===== src/rtl/serial_adder.sv =====
// serial_adder: bit-serial WIDTH-bit adder/subtractor.
// It has one full-adder cell and handles one operand bit pair per clock, LSB
// first. The cell's carry-out is registered and fed back as the next bit's
// carry-in. Operands come in through a valid/ready handshake. The result is
// held on a valid/ready output until the consumer takes it.
//
// Ports:
//   clk          rising-edge clock
//   rst_n        asynchronous active-low reset
//   i_in_valid   operands present
//   o_in_ready   block can accept operands (IDLE)
//   i_op_a       operand A
//   i_op_b       operand B
//   i_op_cin     carry-in, add only (ignored when subtracting)
//   i_op_sub     1 = A - B, 0 = A + B + cin
//   o_out_valid  result available (DONE)
//   i_out_ready  consumer accepts result
//   o_sum        result, modulo 2^WIDTH
//   o_cout       carry-out of MSB (subtract: 1 = no borrow)
//   o_overflow   two's-complement overflow
//   o_zero       result == 0

// One-bit full-adder cell.
module serial_adder_fa (
  input  logic i_a,
  input  logic i_b,
  input  logic i_cin,
  output logic o_s,
  output logic o_cout
);
  assign o_s    = i_a ^ i_b ^ i_cin;
  assign o_cout = (i_a & i_b) | (i_cin & (i_a ^ i_b));
endmodule

module serial_adder #(
  parameter int WIDTH = 8
) (
  input  logic             clk,
  input  logic             rst_n,
  input  logic             i_in_valid,
  output logic             o_in_ready,
  input  logic [WIDTH-1:0] i_op_a,
  input  logic [WIDTH-1:0] i_op_b,
  input  logic             i_op_cin,
  input  logic             i_op_sub,
  output logic             o_out_valid,
  input  logic             i_out_ready,
  output logic [WIDTH-1:0] o_sum,
  output logic             o_cout,
  output logic             o_overflow,
  output logic             o_zero
);
  localparam int CW = (WIDTH > 2) ? $clog2(WIDTH) : 1;

  typedef enum logic [1:0] {
    S_IDLE = 2'd0,
    S_RUN  = 2'd1,
    S_DONE = 2'd2
  } state_t;

  state_t           r_state;
  state_t           w_state_next;

  logic [WIDTH-1:0] r_a;
  logic [WIDTH-1:0] r_b;
  logic [WIDTH-1:0] r_res;
  logic [CW-1:0]    r_cnt;
  logic             r_carry;

  logic [WIDTH-1:0] r_sum;
  logic             r_cout;
  logic             r_ovf;
  logic             r_zero;

  logic             w_s;
  logic             w_cout;
  logic             w_accept;
  logic             w_last;
  logic [WIDTH-1:0] w_res_next;

  serial_adder_fa u_fa (
    .i_a    (r_a[0]),
    .i_b    (r_b[0]),
    .i_cin  (r_carry),
    .o_s    (w_s),
    .o_cout (w_cout)
  );

  assign w_accept   = (r_state == S_IDLE) && i_in_valid;
  assign w_last     = (r_state == S_RUN) && (r_cnt == CW'(WIDTH - 1));
  // Sum bits enter at the MSB. After WIDTH shifts the LSB has reached bit 0.
  assign w_res_next = {w_s, r_res[WIDTH-1:1]};

  // State register
  always_ff @(posedge clk or negedge rst_n) begin
    if (!rst_n) begin
      r_state <= S_IDLE;
    end else begin
      r_state <= w_state_next;
    end
  end

  // Next-state logic
  always_comb begin
    w_state_next = r_state;
    case (r_state)
      S_IDLE:  if (i_in_valid)  w_state_next = S_RUN;
      S_RUN:   if (w_last)      w_state_next = S_DONE;
      S_DONE:  if (i_out_ready) w_state_next = S_IDLE;
      default:                  w_state_next = S_IDLE;
    endcase
  end

  // Output decode from registered state
  always_comb begin
    o_in_ready  = 1'b0;
    o_out_valid = 1'b0;
    case (r_state)
      S_IDLE:  o_in_ready  = 1'b1;
      S_DONE:  o_out_valid = 1'b1;
      default: ;
    endcase
  end

  // Datapath
  always_ff @(posedge clk or negedge rst_n) begin
    if (!rst_n) begin
      r_a     <= '0;
      r_b     <= '0;
      r_res   <= '0;
      r_cnt   <= '0;
      r_carry <= 1'b0;
      r_sum   <= '0;
      r_cout  <= 1'b0;
      r_ovf   <= 1'b0;
      r_zero  <= 1'b0;
    end else if (w_accept) begin
      r_a     <= i_op_a;
      // Subtraction is A + ~B + 1. The +1 rides in on the initial carry.
      r_b     <= i_op_sub ? ~i_op_b : i_op_b;
      r_carry <= i_op_sub ? 1'b1 : i_op_cin;
      r_cnt   <= '0;
    end else if (r_state == S_RUN) begin
      r_a     <= {1'b0, r_a[WIDTH-1:1]};
      r_b     <= {1'b0, r_b[WIDTH-1:1]};
      r_res   <= w_res_next;
      r_carry <= w_cout;
      r_cnt   <= r_cnt + 1'b1;
      if (w_last) begin
        // On the MSB step r_carry is the carry into the MSB. Overflow is
        // the carry into the MSB XOR the carry out of it.
        r_sum  <= w_res_next;
        r_cout <= w_cout;
        r_ovf  <= w_cout ^ r_carry;
        r_zero <= (w_res_next == '0);
        r_cnt  <= '0;
      end
    end
  end

  assign o_sum      = r_sum;
  assign o_cout     = r_cout;
  assign o_overflow = r_ovf;
  assign o_zero     = r_zero;

endmodule


===== config.mk =====
export PLATFORM = sky130hd
export DESIGN_NAME = serial_adder
export DESIGN_NICKNAME = d
export VERILOG_FILES = /design/src/rtl/serial_adder.sv
export SDC_FILE = /design/constraint.sdc
export NUM_CORES = 1
export LEC_CHECK = 0
export ABC_CLOCK_PERIOD_IN_PS = 3700
export CAP_MARGIN = 15
export CORE_MARGIN = 2
export CORE_UTILIZATION = 55
export CTS_CLUSTER_DIAMETER = 40
export DETAILED_ROUTE_END_ITERATION = 10
export PLACE_DENSITY = 0.84
export SLEW_MARGIN = 20
export SYNTH_ARGS = -nofsm -noshare
export SYNTH_HDL_FRONTEND = slang
export SYNTH_SLANG_ARGS = --single-unit

===== constraint.sdc =====
create_clock -name clk -period 3.7 [get_ports clk]
set_input_delay 0.555 -clock clk [delete_from_list [all_inputs] [get_ports clk]]
set_output_delay 0.555 -clock clk [all_outputs]
set_load 0.01 [all_outputs]

## After elaboration in Yosys (flattened, before gate mapping)

Cells that the tools add are included.

- Equality and inequality tests: 6
- Reductions and logical operators: 8
- Bitwise operators: 8
- Add/subtract/negate cells: 1
- Muxes and demuxes: 17

Operators with widths:

| kind | count |
|---|---|
| $mux W8 | 5 |
| $mux W3 | 3 |
| $logic_not A8 Y1 | 1 |
| $not A8 Y8 | 1 |
| $mux W2 | 3 |
| $ne A2 B2 Y1 const B | 3 |
| $pmux W2 S3 | 1 |
| $reduce_and A3 Y1 | 2 |
| $mux W1 | 5 |
| $add A3 B1 Y3 const B | 1 |
| $eq A3 B3 Y1 const B | 1 |
| $xor A1 B1 Y1 | 3 |
| $and A1 B1 Y1 | 2 |
| $eq A2 B1 Y1 const B | 1 |
| $eq A2 B2 Y1 const B | 1 |
| $logic_and A1 B1 Y1 | 2 |
| $logic_not A2 Y1 | 1 |
| $reduce_and A2 Y1 | 1 |
| $reduce_bool A2 Y1 | 1 |
| $not A1 Y1 | 1 |
| $or A1 B1 Y1 | 1 |

- Output and inout bits: 13
- Bits of input ports: 22
- Register bits: 41
- Logic and storage cells: 50

## Depth between registers and ports, before layout

Gate-level depths: netlist of run 1.

- Depth after elaboration: 5
- Gate-level depth with buffers: 6
- Depth with buffers taken out: 5

## Cells and area by module

From an unflattened synthesis of run 1, not the netlist that was laid out.

- Cells, all modules: 157
- Area, all modules: 1,843.0 um2

Modules (own cells, without submodules):

| module | instances | sequential area each (um2) | cells an instance | area an instance (um2) |
|---|---|---|---|---|
| serial_adder | 1 | 1,001.0 | 156 | 1,823.0 |
| serial_adder_fa | 1 | 0.0 | 1 | 20.0 |

## Worst setup path after synthesis of run 1

No wires, ideal clock.

- Path kind: reg-to-reg
- From: register r_cnt[0]
- To: register r_cout (netlist: o_cout)
- Period minus slack after synthesis: 1,521 ps
- Buffers on the path: 1
- Data arrival time: 1,397 ps
- Library setup time: 125 ps
- Cell stages (with the launch flop): 6
- Slack: 2,179 ps
- Data required time: 3,575 ps
- Path through: dfrtp_1 -> ha_1 -> ha_1 -> nand3b_4 -> buf_2 -> mux2_2

- Longest elaborated chain between the ends: 3

RTL lines:

| what | line | source |
|---|---|---|
| from (decl) | 67 | `logic [CW-1:0] r_cnt;` |
| from (signal assigned) | 148 | `r_cnt <= r_cnt + 1'b1;` |
| $eq A3 B3 Y1 | 90 | `assign w_last = (r_state == S_RUN) && (r_cnt == CW'(WIDTH - 1));` |
| $logic_and A1 B1 Y1 | 90 |  |
| $reduce_and A3 Y1 (no source line) | -- |  |
| to (signal assigned) | 153 | `r_cout <= w_cout;` |
| to (decl) | 71 | `logic r_cout;` |

No other way between the ends.
A chain may end at the register's enable or synchronous reset.

## Final worst setup path of run 1

- From: register r_state[1]
- To: output port o_out_valid

- Longest elaborated chain between the ends: 2

RTL lines:

| what | line | source |
|---|---|---|
| from (decl) | 61 | `state_t r_state;` |
| from (signal assigned) | 99 | `r_state <= w_state_next;` |
| $eq A2 B2 Y1 | 118 | `case (r_state)` |
| $mux W1 | 118 |  |
| to (decl) | 46 | `output logic o_out_valid,` |

No other way between the ends.

==> results.md, run 1 <==
- The total congestion overflow after global routing is 0.
- Setup repair after global routing left no endpoint under its margin.
- The worst setup path is launched from a register.
- The number of top-level design ports is 35.
- Counting every net in the synthesized netlist gives 185.
- The top-area cell type share of the netlist area is 54.4%.
- The flow ran to the end, and the final reports show no timing, DRC or antenna violations.
- The part of the Yosys area used for sequential elements is 54.4%.
- The signal on the critical path passes through nand2b_1 -> inv_1 -> clkdlybuf4s50_1.
- The final number of hold-violating endpoints was 0.
- The height of the chip is 61.9 um.
- The classification of the worst setup path is register to output port.
- For the pin with the worst max-slew slack, the measured transition is 0.869 ns.
- The cell type contributing the most total cell area after synthesis is dfrtp_1.
- The category of the worst setup path capture point is an output port.
- The final wirelength is 3590 um.
- In this run the clock root is driven by a clkbuf_4.
- The clock tree synthesis step divided the H-tree into 2 levels.
- The die covers 3830 um^2.
- For the worst setup path, the data required time is 3.14 ns.
- Entering global routing, the biggest net connects 41 pins.
- The number of violations reported at the end of detailed-routing iteration 0 is 101.
- The congestion estimate from routability-driven global placement came to 0.820.
- The number of clock sinks is 40.
- For this run, the number of Yosys warnings is 0.
- The number of antenna cells inserted is 0.
- Among all stages on the critical path, the largest delay is contributed by dfrtp_1.
- The detail route stage leaves a number of antenna-violating nets equal to 0.
- The layout-stage area growth over the synthesis result is 23.0%.
- Across every metal layer, demand over resource in global routing totals 21.5%.
- Derived from the worst setup path, the maximum achievable clock frequency is 402 MHz.
- Leaving out fill and tap cells, the most frequent cells in the layout are dfrtp_1 (40), clkdlybuf4s50_1 (33), nand2_1 (18), mux2_2 (16), o21ai_0 (14).
- The number of different library cells in the post-synthesis netlist is 29.
- The first detailed-routing pass took 4 iterations.
- The row count is 21.
- The max-slew violation count was 0.
- Leaving out fill and tap cells, the most frequent cell in the layout is dfrtp_1.
- The die is 61.9 um wide.
- The net count of the finished layout is 216.
- The number of buffers inserted for hold repair after clock tree synthesis is 0.
- The fill cell instance count of the final layout is 257.
- For this configuration, the core starts out at a cell density of 56.0%.
- The synthesized design contains 40 register bits.
- The global-route wire length before repair is 5930 um.
- After floorplanning, the core was sized to cover 3280 um^2.
- The number of buffer cells added on primary ports is 34.
- The fraction of layout cells with a size suffix above 1 is 14.6%.
- The arrival time of data at the critical path endpoint is 1.93 ns.
- Excluding fillers, the count of instances in the completed layout stands at 238.
- Setup violations remaining at the end of the flow were counted as 0.
- For this design the static power due to leakage is 0.000960 uW.
- The number of buffers created by CTS is 5.
- In this run the power density over the cells is 746 nW/um^2.
- The setup TNS after final layout is 0 ns.
- The maximum number of buffers from clock root to sink is 2.
- Counting cells, the worst reg-to-reg path comes to 2.
- The post-CTS setup buffer count is 0.
- The number of cells after detailed placement is 230.
- The number of global-route vias before repair is 1329.
- Across all layers, the routed design uses 1308 vias.
- The biggest fanout along the worst timing path is 23.
- The detailed placement HPWL is 2470 um.
- The clock insertion delay at the later pin of the skew report is 0.36 ns.
- The routed length per placed instance is 15.1 um.
- The worst hold path belongs to the class primary input to async pin.
- Yosys attributes the largest share of cell area to dfrtp_1 (54%), mux2_2 (9.8%), xnor2_1 (4.3%).
- The clock period minus worst slack is 2.49 ns.
- Dividing the final minimum period by the clock period gives 67.3%.
- The clock slew seen by the registers of the worst setup and hold paths is 0.13 ns.
- The post-cts sizing count is 0.
- The number of antenna violations at the first check in global routing is 0.
- The final hold slack is 0.294 ns.
- The remaining routing DRC violations is 0.
- IR analysis of the VDD net gives a maximum drop of 379 uV.
- The highest cell delay on the worst timing path is 0.83 ns.
- The final design utilization is 68.9%.
- TritonCTS built the clock tree.
- The worst slew margin relative to its limit is 42.0%.
- Dividing the detail-routed via count by the number of cells gives 5.50.
- The mean post-synth cell area is 11.5 um^2.
- The summed instance area of the synthesized netlist is 1840 um^2.
- The worst clock skew is 0.0125 ns.
- The gate count of the mapped netlist is 160.
- The number of violations of the max-capacitance limit is 0.
[registers in the layout, summed over array words and instances (netlist names)]
name / flops
o_overflow: 1
r_state: 2
r_a: 8
r_cnt: 3
o_sum: 8
r_b: 8
o_cout: 1
r_carry: 1
o_zero: 1
r_res: 7
[path summary, 6_finish.rpt]
kind,from,end,slack [ns]
setup / recovery,r_state[1]$_DFFE_PN0P_,o_out_valid,1.21
hold / removal,rst_n,o_zero$_DFFE_PN0P_,0.29
setup reg to reg,r_state[0]$_DFFE_PN0P_,r_b[1]$_DFFE_PN0P_,1.81
hold reg to reg,o_zero$_DFFE_PN0P_,o_zero$_DFFE_PN0P_,0.49
max in group asynchronous,rst_n,r_a[4]$_DFFE_PN0P_,2.86
min in group clk,o_zero$_DFFE_PN0P_,o_zero$_DFFE_PN0P_,0.49
[per-stage QoR]
stage          power [uW]  cell area [um^2]  worst slack [ns]
2_1_floorplan        1180              1840              2.18
3_3_place_gp         1370              2180              1.50
3_5_place_dp         1420              2180              1.45
4_1_cts              1700              2260              1.21
5_1_grt              1820              2260              1.07
6_report             1690              2260              1.21
[cell usage after synthesis]
| master | number |
|---|---|
| clkbuf_2 | 1 |
| nor4_1 | 2 |
| mux2_2 | 16 |
| nor2_1 | 4 |
| buf_2 | 6 |
| xnor2_1 | 9 |
| or3b_1 | 1 |
| nand2_1 | 18 |
| dfrtp_1 | 40 |
| fa_1 | 1 |
| a22oi_1 | 9 |
| o32ai_1 | 2 |
| o21bai_1 | 1 |
| and3b_1 | 1 |
| nand2b_1 | 1 |
| nor2b_1 | 7 |
| a221o_1 | 3 |
| ha_1 | 2 |
| buf_4 | 2 |
| nand3b_4 | 1 |
| a32o_1 | 1 |
| o21ai_0 | 14 |
| a21oi_1 | 6 |
| a22o_1 | 1 |
| o221ai_1 | 2 |
| o211ai_1 | 2 |
| or2_2 | 1 |
| clkbuf_1 | 2 |
| inv_1 | 4 |
[routing by layer]
layer  part of all wire, %  GRT usage, %  wire (um)  vias to the layer above
li1                      -             -          -                      626
met1                    42          26.1       1500                      632
met2                    52          36.2       1850                       44
met3                   5.1          6.00        183                        6
met4                   1.7          8.51         61                        0
met5                     0             0          0                        -
[where the power goes]
part           total, uW  switching (uW)  internal, uW
combinational        610             254           356
clock                292             151           141
sequential           787             167           621
total               1690             571          1120
[worst max-delay path: cells and delay by family (launching register included)]
family        cells  cell delay [ns]
buf+inv           2             0.61
flops             1             0.83
simple gates      1             0.14
[area by class of cell]
class,count,area [um^2],area share [%]
Clock buffer,5,37.5,1.66
Multi-Input combinational cell,105,767,33.9
Sequential cell,40,1000,44.2
Clock inverter,3,42.5,1.88
Tap cell,46,57.6,2.54
Inverter,4,15.0,0.663
Timing Repair Buffer,35,343,15.1
[cell families after synthesis]
logic type / share of synthesized area, %
xor gates and xnor gates: 4.28
DFF: 54.4
AOI/OAI and AO/OA: 14.9
muxes: 9.79
adders and majority gates: 2.45
and+or+nand+nor: 10.3
buffers and inverters: 3.94
Note: power is estimated with default switching activity, not from simulation.
==> inputs of run 2 (changes only) <==
--- a/config.mk
+++ b/config.mk
@@ -5,13 +5,13 @@
 export SDC_FILE = /design/constraint.sdc
 export NUM_CORES = 1
 export LEC_CHECK = 0
-export ABC_CLOCK_PERIOD_IN_PS = 3700
+export ABC_CLOCK_PERIOD_IN_PS = 2200
 export CAP_MARGIN = 15
 export CORE_MARGIN = 2
-export CORE_UTILIZATION = 55
+export CORE_UTILIZATION = 46
 export CTS_CLUSTER_DIAMETER = 40
 export DETAILED_ROUTE_END_ITERATION = 10
-export PLACE_DENSITY = 0.84
+export PLACE_DENSITY = 0.75
 export SLEW_MARGIN = 20
 export SYNTH_ARGS = -nofsm -noshare
 export SYNTH_HDL_FRONTEND = slang
==> constraint.sdc (replaced) <==
create_clock -name clk -period 2.2 [get_ports clk]
set_input_delay 0.33 -clock clk [delete_from_list [all_inputs] [get_ports clk]]
set_output_delay 0.33 -clock clk [all_outputs]
set_load 0.01 [all_outputs]
==> results.md, run 2 (synthesized netlist as in run 1, its figures left out) <==
- The run finished with clean final reports.
- At the pin with the least slew margin, the transition time is 0.880 ns.
- The count of buffering cells on the critical path with inverters included is 2.
- The number of global-route vias before repair was 1300.
- The sum of internal, switching and leakage power is 2850 uW.
- The final number of hold-violating endpoints is 0.
- For this run, design rule violations remaining after detail routing come to 0.
- The die covers 4520 um^2.
- The number of detailed-route iterations in the first pass is 4.
- The worst supply voltage drop on vdd is 622 uV.
- The detail-routed via count per cell is 5.52.
- Dividing the detail-routed wire length by the instance count gives 14.3 um.
- The first global-routing pass estimated 6060 um of wire.
- The number of violations of the max-capacitance limit is 0.
- The worst clock skew is 0.00571 ns.
- For the worst setup path, the data required time is 1.87 ns.
- For this run, the post-layout net count is 220.
- The final cell count without fillers is 244.
- In this run the post-CTS setup repair buffer count came out at 0.
- The library cells used most frequently in the layout, excluding fill and tap cells, are dfrtp_1 (40), clkdlybuf4s50_1 (33), nand2_1 (18), mux2_2 (16), o21ai_0 (14).
- TritonCTS built the clock tree.
- The slowest stage of the critical path is the dfrtp_1 cell.
- The classification of the worst setup path is register to output port.
- After the first detailed-routing iteration, the DRC count stood at 53.
- The largest net degree at the start of global routing is 41.
- The leakage component of the power is 0.000990 uW.
- The layout-stage area growth over the synthesis result is 25.4%.
- The period utilization is 90.0%.
- Traced cell by cell, the critical path runs through nand2b_1 -> inv_1 -> clkdlybuf4s50_1.
- The path class of the tightest hold or removal check is primary input to async pin.
- In this run the core area contains 22 standard-cell rows.
- Leaving out fill and tap cells, the most frequent cell in the layout is dfrtp_1.
- The cell family contributing the most delay on the critical path is buffers and inverters.
- The fraction of layout cells with a size suffix above 1 is 16.3%.
- The final wirelength is 3480 um.
- The number of buffers inserted for hold repair after clock tree synthesis is 0.
- The total of endpoints with negative setup slack in the final report is 0.
- The filler cells instantiated in the layout total 324.
- For the worst setup path, the data arrival time is 1.65 ns.
- The tree is rooted in a clkbuf_8.
- The clock net in this run drives a total of 40 sinks.
- The total congestion overflow after global routing is 0.
- In this run the remaining antenna-violating nets after routing total 0.
- The number of antenna violations at the first check in global routing came to 0.
- The highest cell delay on the worst timing path is 0.53 ns.
- The final RePlAce weighted congestion is 0.816.
- In the final layout, flip-flops and latches occupy 1000 um^2.
- The floorplan step set the die width to 67.3 um.
- After clock tree synthesis, the clock-pin slew on the worst setup and hold paths is 0.07 ns.
- The number of antenna cells inserted is 0.
- The clock period minus worst slack is 1.98 ns.
- The total number of H-tree levels is 2.
- The kind of start point of the critical path is a register.
- The achievable clock frequency is 505 MHz.
- Power spread over the standard cell area amounts to 1240 nW/um^2.
- The biggest fanout along the worst timing path is 15.
- Measured against its own limit, the worst slew margin works out to 41.3%.
- The height of the chip is 67.3 um.
- In this run the standard cell core region covers 3740 um^2.
- The number of vias in the routed layout is 1347.
- Buffers inserted during clock tree synthesis total 5.
- The number of cells after detailed placement is 236.
- In the final layout, the multi-input gates occupy 767 um^2.
- After legalization and detailed placement, the total HPWL measured 2490 um.
- The category of the worst setup path capture point is an output port.
- During placement, the flow inserted port buffers numbering 34.
- The post-cts sizing count is 0.
- Once the floorplan was initialized, standard cells occupied 49.2% of the core.
- In this run the deepest clock path goes through 2 buffers.
- The max-slew violation count is 0.
- After routing, the total negative slack on setup checks comes to 0 ns.
- Global routing used 18.0% of the available tracks.
- Setup repair after global routing left no endpoint under its margin.
- For the worst-skew pair, the clock arrives at the later sink with an insertion delay of 0.29 ns.
- The number of top-level design ports is 35.
## run 2: changes by cell type in the layout (fill, tap and decap cells not counted), sizes merged
cell and delta:
clkbuf +1, bufinv -1, clkinv +1, buf +4, clkinvlp -1
## run 2: final cells by class
type / instances / area share (%)
clock buffer: 6 / 3.58
inverter: 4 / 0.650
clock inverter: 2 / 0.434
sequential: 40 / 43.4
timing repair buffer: 39 / 16.2
tap: 48 / 2.60
multi-input combinational: 105 / 33.2
## run 2: worst paths after layout
| check | cells after the start | start | endpoint | slack, ns |
|---|---|---|---|---|
| min | 1 | rst_n | o_cout$_DFFE_PN0P_ | 0.16 |
| max | 3 | r_state[0]$_DFFE_PN0P_ | o_out_valid | 0.22 |
| max reg2reg | 4 | r_carry$_DFFE_PN0P_ | o_zero$_DFFE_PN0P_ | 0.63 |
| min in group clk | 2 | o_overflow$_DFFE_PN0P_ | o_overflow$_DFFE_PN0P_ | 0.49 |
| min reg2reg | 2 | o_overflow$_DFFE_PN0P_ | o_overflow$_DFFE_PN0P_ | 0.49 |
| max in group asynchronous | 1 | rst_n | o_sum[3]$_DFFE_PN0P_ | 1.49 |
## run 2: stage by stage
stage	area, um^2	util (%)	hold slack, ns	setup WS (ns)
2_1_floorplan	1840	-	0.0344	0.679
3_3_place_gp	2220	59.2	0.460	0.496
4_1_cts	2310	61.7	0.190	0.195
6_report	2310	61.7	0.162	0.219
5_1_grt	2310	61.7	0.224	0.132
3_5_place_dp	2220	59.2	0.473	0.430
## run 2: metal layers
metal  GRT usage, %  vias to the layer above  routed length, um  share of wire, %
li1               -                      631                  -                 -
met1           22.9                      660               1540                44
met2           29.6                       50               1690                49
met3           5.33                        6                192               5.5
met4           5.61                        0                 62               1.8
met5              0                        -                  0                 0
## run 2: where the power goes
group	switching [uW]	internal (uW)	total [uW]
combinational	448	619	1070
sequential	244	1050	1290
clock	242	250	492
total	934	1920	2850
==> inputs of run 3 (changes only) <==
--- a/config.mk
+++ b/config.mk
@@ -12,7 +12,6 @@
 export CTS_CLUSTER_DIAMETER = 40
 export DETAILED_ROUTE_END_ITERATION = 10
 export PLACE_DENSITY = 0.75
-export SLEW_MARGIN = 20
 export SYNTH_ARGS = -nofsm -noshare
 export SYNTH_HDL_FRONTEND = slang
 export SYNTH_SLANG_ARGS = --single-unit
==> results of run 3 <==
No change in the layout: final DEF, timing and power equal those of run 2.
